$ cat src/rtl/axi_lite_lut_reader.sv
// AXI4-lite read-master front end for a memory-resident 2W-bit lookup table,
// with a single-entry last-result cache in front of the bus.
module axi_lite_lut_reader #(
    parameter int unsigned W         = 3,
    parameter logic [31:0] BASE_ADDR = 32'h0000_0000,
    parameter bit          CACHE_EN  = 1'b1
) (
    input  logic             clk,
    input  logic             rst,
    input  logic             req_valid,
    output logic             req_ready,
    input  logic [W-1:0]     req_a,
    input  logic [W-1:0]     req_b,
    output logic             resp_valid,
    input  logic             resp_ready,
    output logic [2*W-1:0]   resp_data,
    output logic             resp_err,
    input  logic             cache_flush,
    input  logic             mem_busy,
    output logic [15:0]      txn_count,
    output logic [31:0]      m_axi_araddr,
    output logic             m_axi_arvalid,
    input  logic             m_axi_arready,
    input  logic [31:0]      m_axi_rdata,
    input  logic [1:0]       m_axi_rresp,
    input  logic             m_axi_rvalid,
    output logic             m_axi_rready,
    output logic [1:0]       dbg_state
);
    // All channels use valid/ready: a transfer happens on a rising edge where both
    // are high; a source keeps valid and its payload stable until that edge.
    typedef enum logic [1:0] {
        S_IDLE = 2'd0,
        S_ADDR = 2'd1,
        S_DATA = 2'd2,
        S_RESP = 2'd3
    } state_t;

    state_t            state_q, state_d;
    logic [31:0]       araddr_q, araddr_d;
    logic              arvalid_q, arvalid_d;
    logic              rready_q, rready_d;
    logic              resp_valid_q, resp_valid_d;
    logic              resp_err_q, resp_err_d;
    logic [2*W-1:0]    resp_data_q, resp_data_d;
    logic [15:0]       txn_q, txn_d;
    logic              cache_valid_q, cache_valid_d;
    logic [2*W-1:0]    cache_tag_q, cache_tag_d;
    logic [2*W-1:0]    cache_val_q, cache_val_d;
    logic [2*W-1:0]    pend_tag_q, pend_tag_d;
    logic [2*W-1:0]    req_key;
    logic              accept;
    logic              hit;
    logic              unused_bits;

    assign req_key     = {req_a, req_b};
    assign req_ready   = (state_q == S_IDLE) && !mem_busy && rst;
    assign accept      = req_valid && req_ready;
    // Lookup sees the registered valid, so a flush arriving with the request still hits.
    assign hit         = CACHE_EN && cache_valid_q && (req_key == cache_tag_q);
    assign unused_bits = ^{m_axi_rdata[31:2*W], m_axi_rresp[0]};

    assign m_axi_araddr  = araddr_q;
    assign m_axi_arvalid = arvalid_q;
    assign m_axi_rready  = rready_q;
    assign resp_valid    = resp_valid_q;
    assign resp_data     = resp_data_q;
    assign resp_err      = resp_err_q;
    assign txn_count     = txn_q;
    assign dbg_state     = state_q;

    always_ff @(posedge clk or negedge rst) begin
        if (!rst) begin
            state_q       <= S_IDLE;
            araddr_q      <= '0;
            arvalid_q     <= 1'b0;
            rready_q      <= 1'b0;
            resp_valid_q  <= 1'b0;
            resp_err_q    <= 1'b0;
            resp_data_q   <= '0;
            txn_q         <= '0;
            cache_valid_q <= 1'b0;
            cache_tag_q   <= '0;
            cache_val_q   <= '0;
            pend_tag_q    <= '0;
        end else begin
            state_q       <= state_d;
            araddr_q      <= araddr_d;
            arvalid_q     <= arvalid_d;
            rready_q      <= rready_d;
            resp_valid_q  <= resp_valid_d;
            resp_err_q    <= resp_err_d;
            resp_data_q   <= resp_data_d;
            txn_q         <= txn_d;
            cache_valid_q <= cache_valid_d;
            cache_tag_q   <= cache_tag_d;
            cache_val_q   <= cache_val_d;
            pend_tag_q    <= pend_tag_d;
        end
    end

    always_comb begin
        state_d = state_q;
        case (state_q)
            S_IDLE:  if (accept) state_d = hit ? S_RESP : S_ADDR;
            S_ADDR:  if (m_axi_arready) state_d = S_DATA;
            S_DATA:  if (m_axi_rvalid) state_d = S_RESP;
            S_RESP:  if (resp_ready) state_d = S_IDLE;
            default: state_d = S_IDLE;
        endcase
    end

    always_comb begin
        araddr_d      = araddr_q;
        arvalid_d     = arvalid_q;
        rready_d      = rready_q;
        resp_valid_d  = resp_valid_q;
        resp_err_d    = resp_err_q;
        resp_data_d   = resp_data_q;
        txn_d         = txn_q;
        cache_valid_d = cache_valid_q;
        cache_tag_d   = cache_tag_q;
        cache_val_d   = cache_val_q;
        pend_tag_d    = pend_tag_q;
        case (state_q)
            S_IDLE: begin
                if (accept && hit) begin
                    resp_valid_d = 1'b1;
                    resp_data_d  = cache_val_q;
                    resp_err_d   = 1'b0;
                end else if (accept) begin
                    araddr_d   = BASE_ADDR + {{(30-2*W){1'b0}}, req_key, 2'b00};
                    arvalid_d  = 1'b1;
                    pend_tag_d = req_key;
                    txn_d      = txn_q + 16'd1;
                end
            end
            S_ADDR: begin
                if (m_axi_arready) begin
                    arvalid_d = 1'b0;
                    rready_d  = 1'b1;
                end
            end
            S_DATA: begin
                if (m_axi_rvalid) begin
                    rready_d     = 1'b0;
                    resp_valid_d = 1'b1;
                    resp_data_d  = m_axi_rdata[2*W-1:0];
                    resp_err_d   = m_axi_rresp[1];
                    if (m_axi_rresp[1]) begin
                        cache_valid_d = 1'b0;
                    end else begin
                        cache_valid_d = 1'b1;
                        cache_tag_d   = pend_tag_q;
                        cache_val_d   = m_axi_rdata[2*W-1:0];
                    end
                end
            end
            S_RESP: begin
                if (resp_ready) resp_valid_d = 1'b0;
            end
            default: ;
        endcase
        // Flush is applied last so it overrides a fill landing in the same cycle.
        if (cache_flush) cache_valid_d = 1'b0;
    end
endmodule
$ cat config.mk
export PLATFORM = sky130hd
export DESIGN_NAME = axi_lite_lut_reader
export DESIGN_NICKNAME = d
export VERILOG_FILES = /design/src/rtl/axi_lite_lut_reader.sv
export SDC_FILE = /design/constraint.sdc
export NUM_CORES = 1
export LEC_CHECK = 0
export ABC_AREA = 1
export CAP_MARGIN = 20
export CORE_UTILIZATION = 47
export DETAILED_ROUTE_END_ITERATION = 6
export PLACE_DENSITY = 0.9
export REMOVE_ABC_BUFFERS = 1
export SYNTH_ARGS = -nofsm -noshare
export SYNTH_HDL_FRONTEND = slang
export SYNTH_SLANG_ARGS = --single-unit
$ cat constraint.sdc
create_clock -name clk -period 2.7 [get_ports clk]
set_input_delay 0.54 -clock clk [delete_from_list [all_inputs] [get_ports clk]]
set_output_delay 0.54 -clock clk [all_outputs]
set_load 0.01 [all_outputs]
==> impl_metrics.yaml <==
run_status:
  status: "finished, final reports clean"
setup_path:
  critPathKind: "register to primary output"
  cp_max_fo: 4
  crit_arrival_ps: 1870
  r2r-end: "cache_val_q[5]"
  crit_path_frequent_cell: "inv_1"
  setup.worst_path.start: "dbg_state[0]"
  cp-end-kind: "primary output"
  crit_cells: 5
  start_kind: "register"
  cp.required_ps: 2160
  r2r_slack_ps: 760
  r2r_cells: 5
  critPathMaxStageDelay_ps: 540
  endpoint: "req_ready"
  critical_path_buf_inv_count: 3
  r2r_start: "dbg_state[0]"
  path_cells: "inv_1, ha_1, nand3_2, inv_1, clkdlybuf4s50_1"
  cp_top_family: "buffers and inverters"
  slowest_stage: "clkdlybuf4s50_1"
logic_synthesis:
  synth-adder-area-share: 0.0283
  synth.distinct_cells: 34
  yosysWarnings: 0
  synthSimpleGateAreaFrac: 0.210
  synth_compound_area_frac: 0.0751
  ys_top_cells_by_area: "dfrtp_1, nand2_1, buf_4"
  synth-xor-area-share: 0.0430
  synthCells: 302
  synth_top_area_cell: "dfrtp_1"
  synth_top_cell_area_share: 0.444
  synthMuxAreaShare: 0.0524
  synth_top_family_by_area: "simple AND/OR/NAND/NOR gates"
  syn_area_per_cell_sq_um: 8.77
  yosysSeqAreaShare: 0.444
  synth.cell_area_sq_um: 2650
  synth.ff_latch_count: 47
route:
  drt-pass1-iter-count: 4
  vias: 2065
  route.detailed.drc: 0
  drt_iter0_drc: 65
  wl_per_cell_um: 11.7
  ant_nets: 0
  vias_per_cell: 4.80
  drt-total-wl_mm: 5.01
layout:
  final_util: 0.613
  final_nets: 413
  antenna_cells: 0
  final_cell_mix: "nand2_1, clkdlybuf4s50_1, dfrtp_1"
  finalInstanceArea_sq_um: 3230
  final-instance-count-excl-fill: 430
  drive_gt1_frac: 0.106
  seqCellArea_sq_um: 1180
  area_delta_synth_final_pct: 22.0
  fill_cells: 452
  multi_input_area_sq_um: 1180
  layout_commonest_cell: "nand2_1"
grt:
  grt_max_degree: 48
  grt_usage: 0.173
  grt-ovfl-total: 0
  grt_first_pass_wirelength_mm: 8.35
  antenna_found_initial: 0
  grt_pass1_vias: 1977
floorplanning:
  core_sq_um: 5270
  die_height_um: 77.1
  start_util: 0.503
  pin_count: 109
  die_w_um: 77.1
  die-area_sq_um: 5940
  row_count: 26
placement:
  postPlaceCellArea_sq_um: 3150
  dp_cells: 422
  dp_slack_ps: 418
  io_buffers: 55
  place_hpwl_mm: 3.83
  place_congestion: 0.849
worst_hold_path:
  worstHoldPathType: "primary input to async pin"
sta:
  setup_ws_ps: 295
  fin_crit_sh: 0.891
  setup_viol: 0
  hold_viol_final: 0
  slew_headroom: 0.533
  grt_setup_unrepaired: "no"
  clock.fmax_mhz: 416
  period_minus_slack_ps: 2410
  maxSlewViolCount: 0
  whs_ps: 416
  setup-tns-final_ps: 0
  clock_skew_ps: 7.71
  worst_pin_slew_ps: 700
power:
  leakagePower_nw: 1.54
  vdd_drop_max_mv: 0.604
  power.density_nw_per_um2: 916
  power_mw: 2.96
clocking:
  cts.sinks: 47
  cts_root_buf: "clkbuf_8"
  clk_latency_ps: 290
  ctsResizeCount: 0
  numCtsBuffers: 5
  h-tree-depth: 2
  cts_buffer_depth: 2
  cts_tree: "done"
  hold_buffers: 0
  post_cts_buffers: 0
  clk_pin_slew_worst_paths_ps: 90
run:
  cap_violations: 0
-- Yosys cell counts, drive strengths merged --
cell type  count
a21boi         1
a21oi          6
buf           33
conb           1
dfrtp         47
ha             6
inv           37
mux2           7
mux2i          6
nand2         74
nand3         11
nand4          6
nor2          18
nor3          10
nor3b          1
o211ai         1
o21a           1
o21ai         20
o22ai          2
or2            1
xnor2          3
xor2          10
-- logic make-up after synthesis --
kind of cell | Yosys count
compound gates | 31
xor+xnor | 13
fa+ha+maj | 6
buf+inv | 70
flops | 47
mux | 13
other cells | 1
simple gates | 121
-- registers in the layout, indices dropped and copies added (netlist names) --
register	count
txn_count	16
m_axi_rready	1
cache_tag_q	6
m_axi_arvalid	1
resp_valid	1
pend_tag_q	6
dbg_state	2
cache_val_q	6
resp_err	1
cache_valid_q	1
resp_data	6
-- per-layer routing --
metal | wire length [um] | vias to the layer above | share of wire | GRT usage
li1 | - | 1018 | - | -
met1 | 2120 | 981 | 0.42 | 0.195
met2 | 2580 | 60 | 0.52 | 0.323
met3 | 258 | 6 | 0.051 | 0.0452
met4 | 49 | 0 | 0.0098 | 0.0415
met5 | 0 | - | 0 | 0
-- where the power goes --
part / switching, mW / internal, mW / total, mW
combinational: 0.720 / 0.670 / 1.39
sequential: 0.190 / 0.975 / 1.16
clock: 0.225 / 0.182 / 0.407
-- worst min-delay path by stage --
| stage | slack, ps | to | startpoint | cells after the start |
|---|---|---|---|---|
| 5_1_grt | 470 | txn_count[7] | rst | 2 |
| 4_1_cts | 440 | txn_count[6] | rst | 2 |
| 6_report | 420 | txn_count[7] | rst | 2 |
| 3_5_place_dp | 470 | resp_valid | resp_valid | 2 |
| 2_1_floorplan | 240 | cache_tag_q[0] | rst | 0 |
| 3_3_place_gp | 460 | m_axi_arvalid | m_axi_arvalid | 2 |
-- area by class of cell --
type	count	share of cell area
Multi-Input combinational cell	210	0.365
Sequential cell	47	0.364
Clock buffer	7	0.0236
Tap cell	70	0.0271
Clock inverter	1	0.00155
Timing Repair Buffer	58	0.176
Inverter	37	0.0430
(Power assumes the default switching activity.)
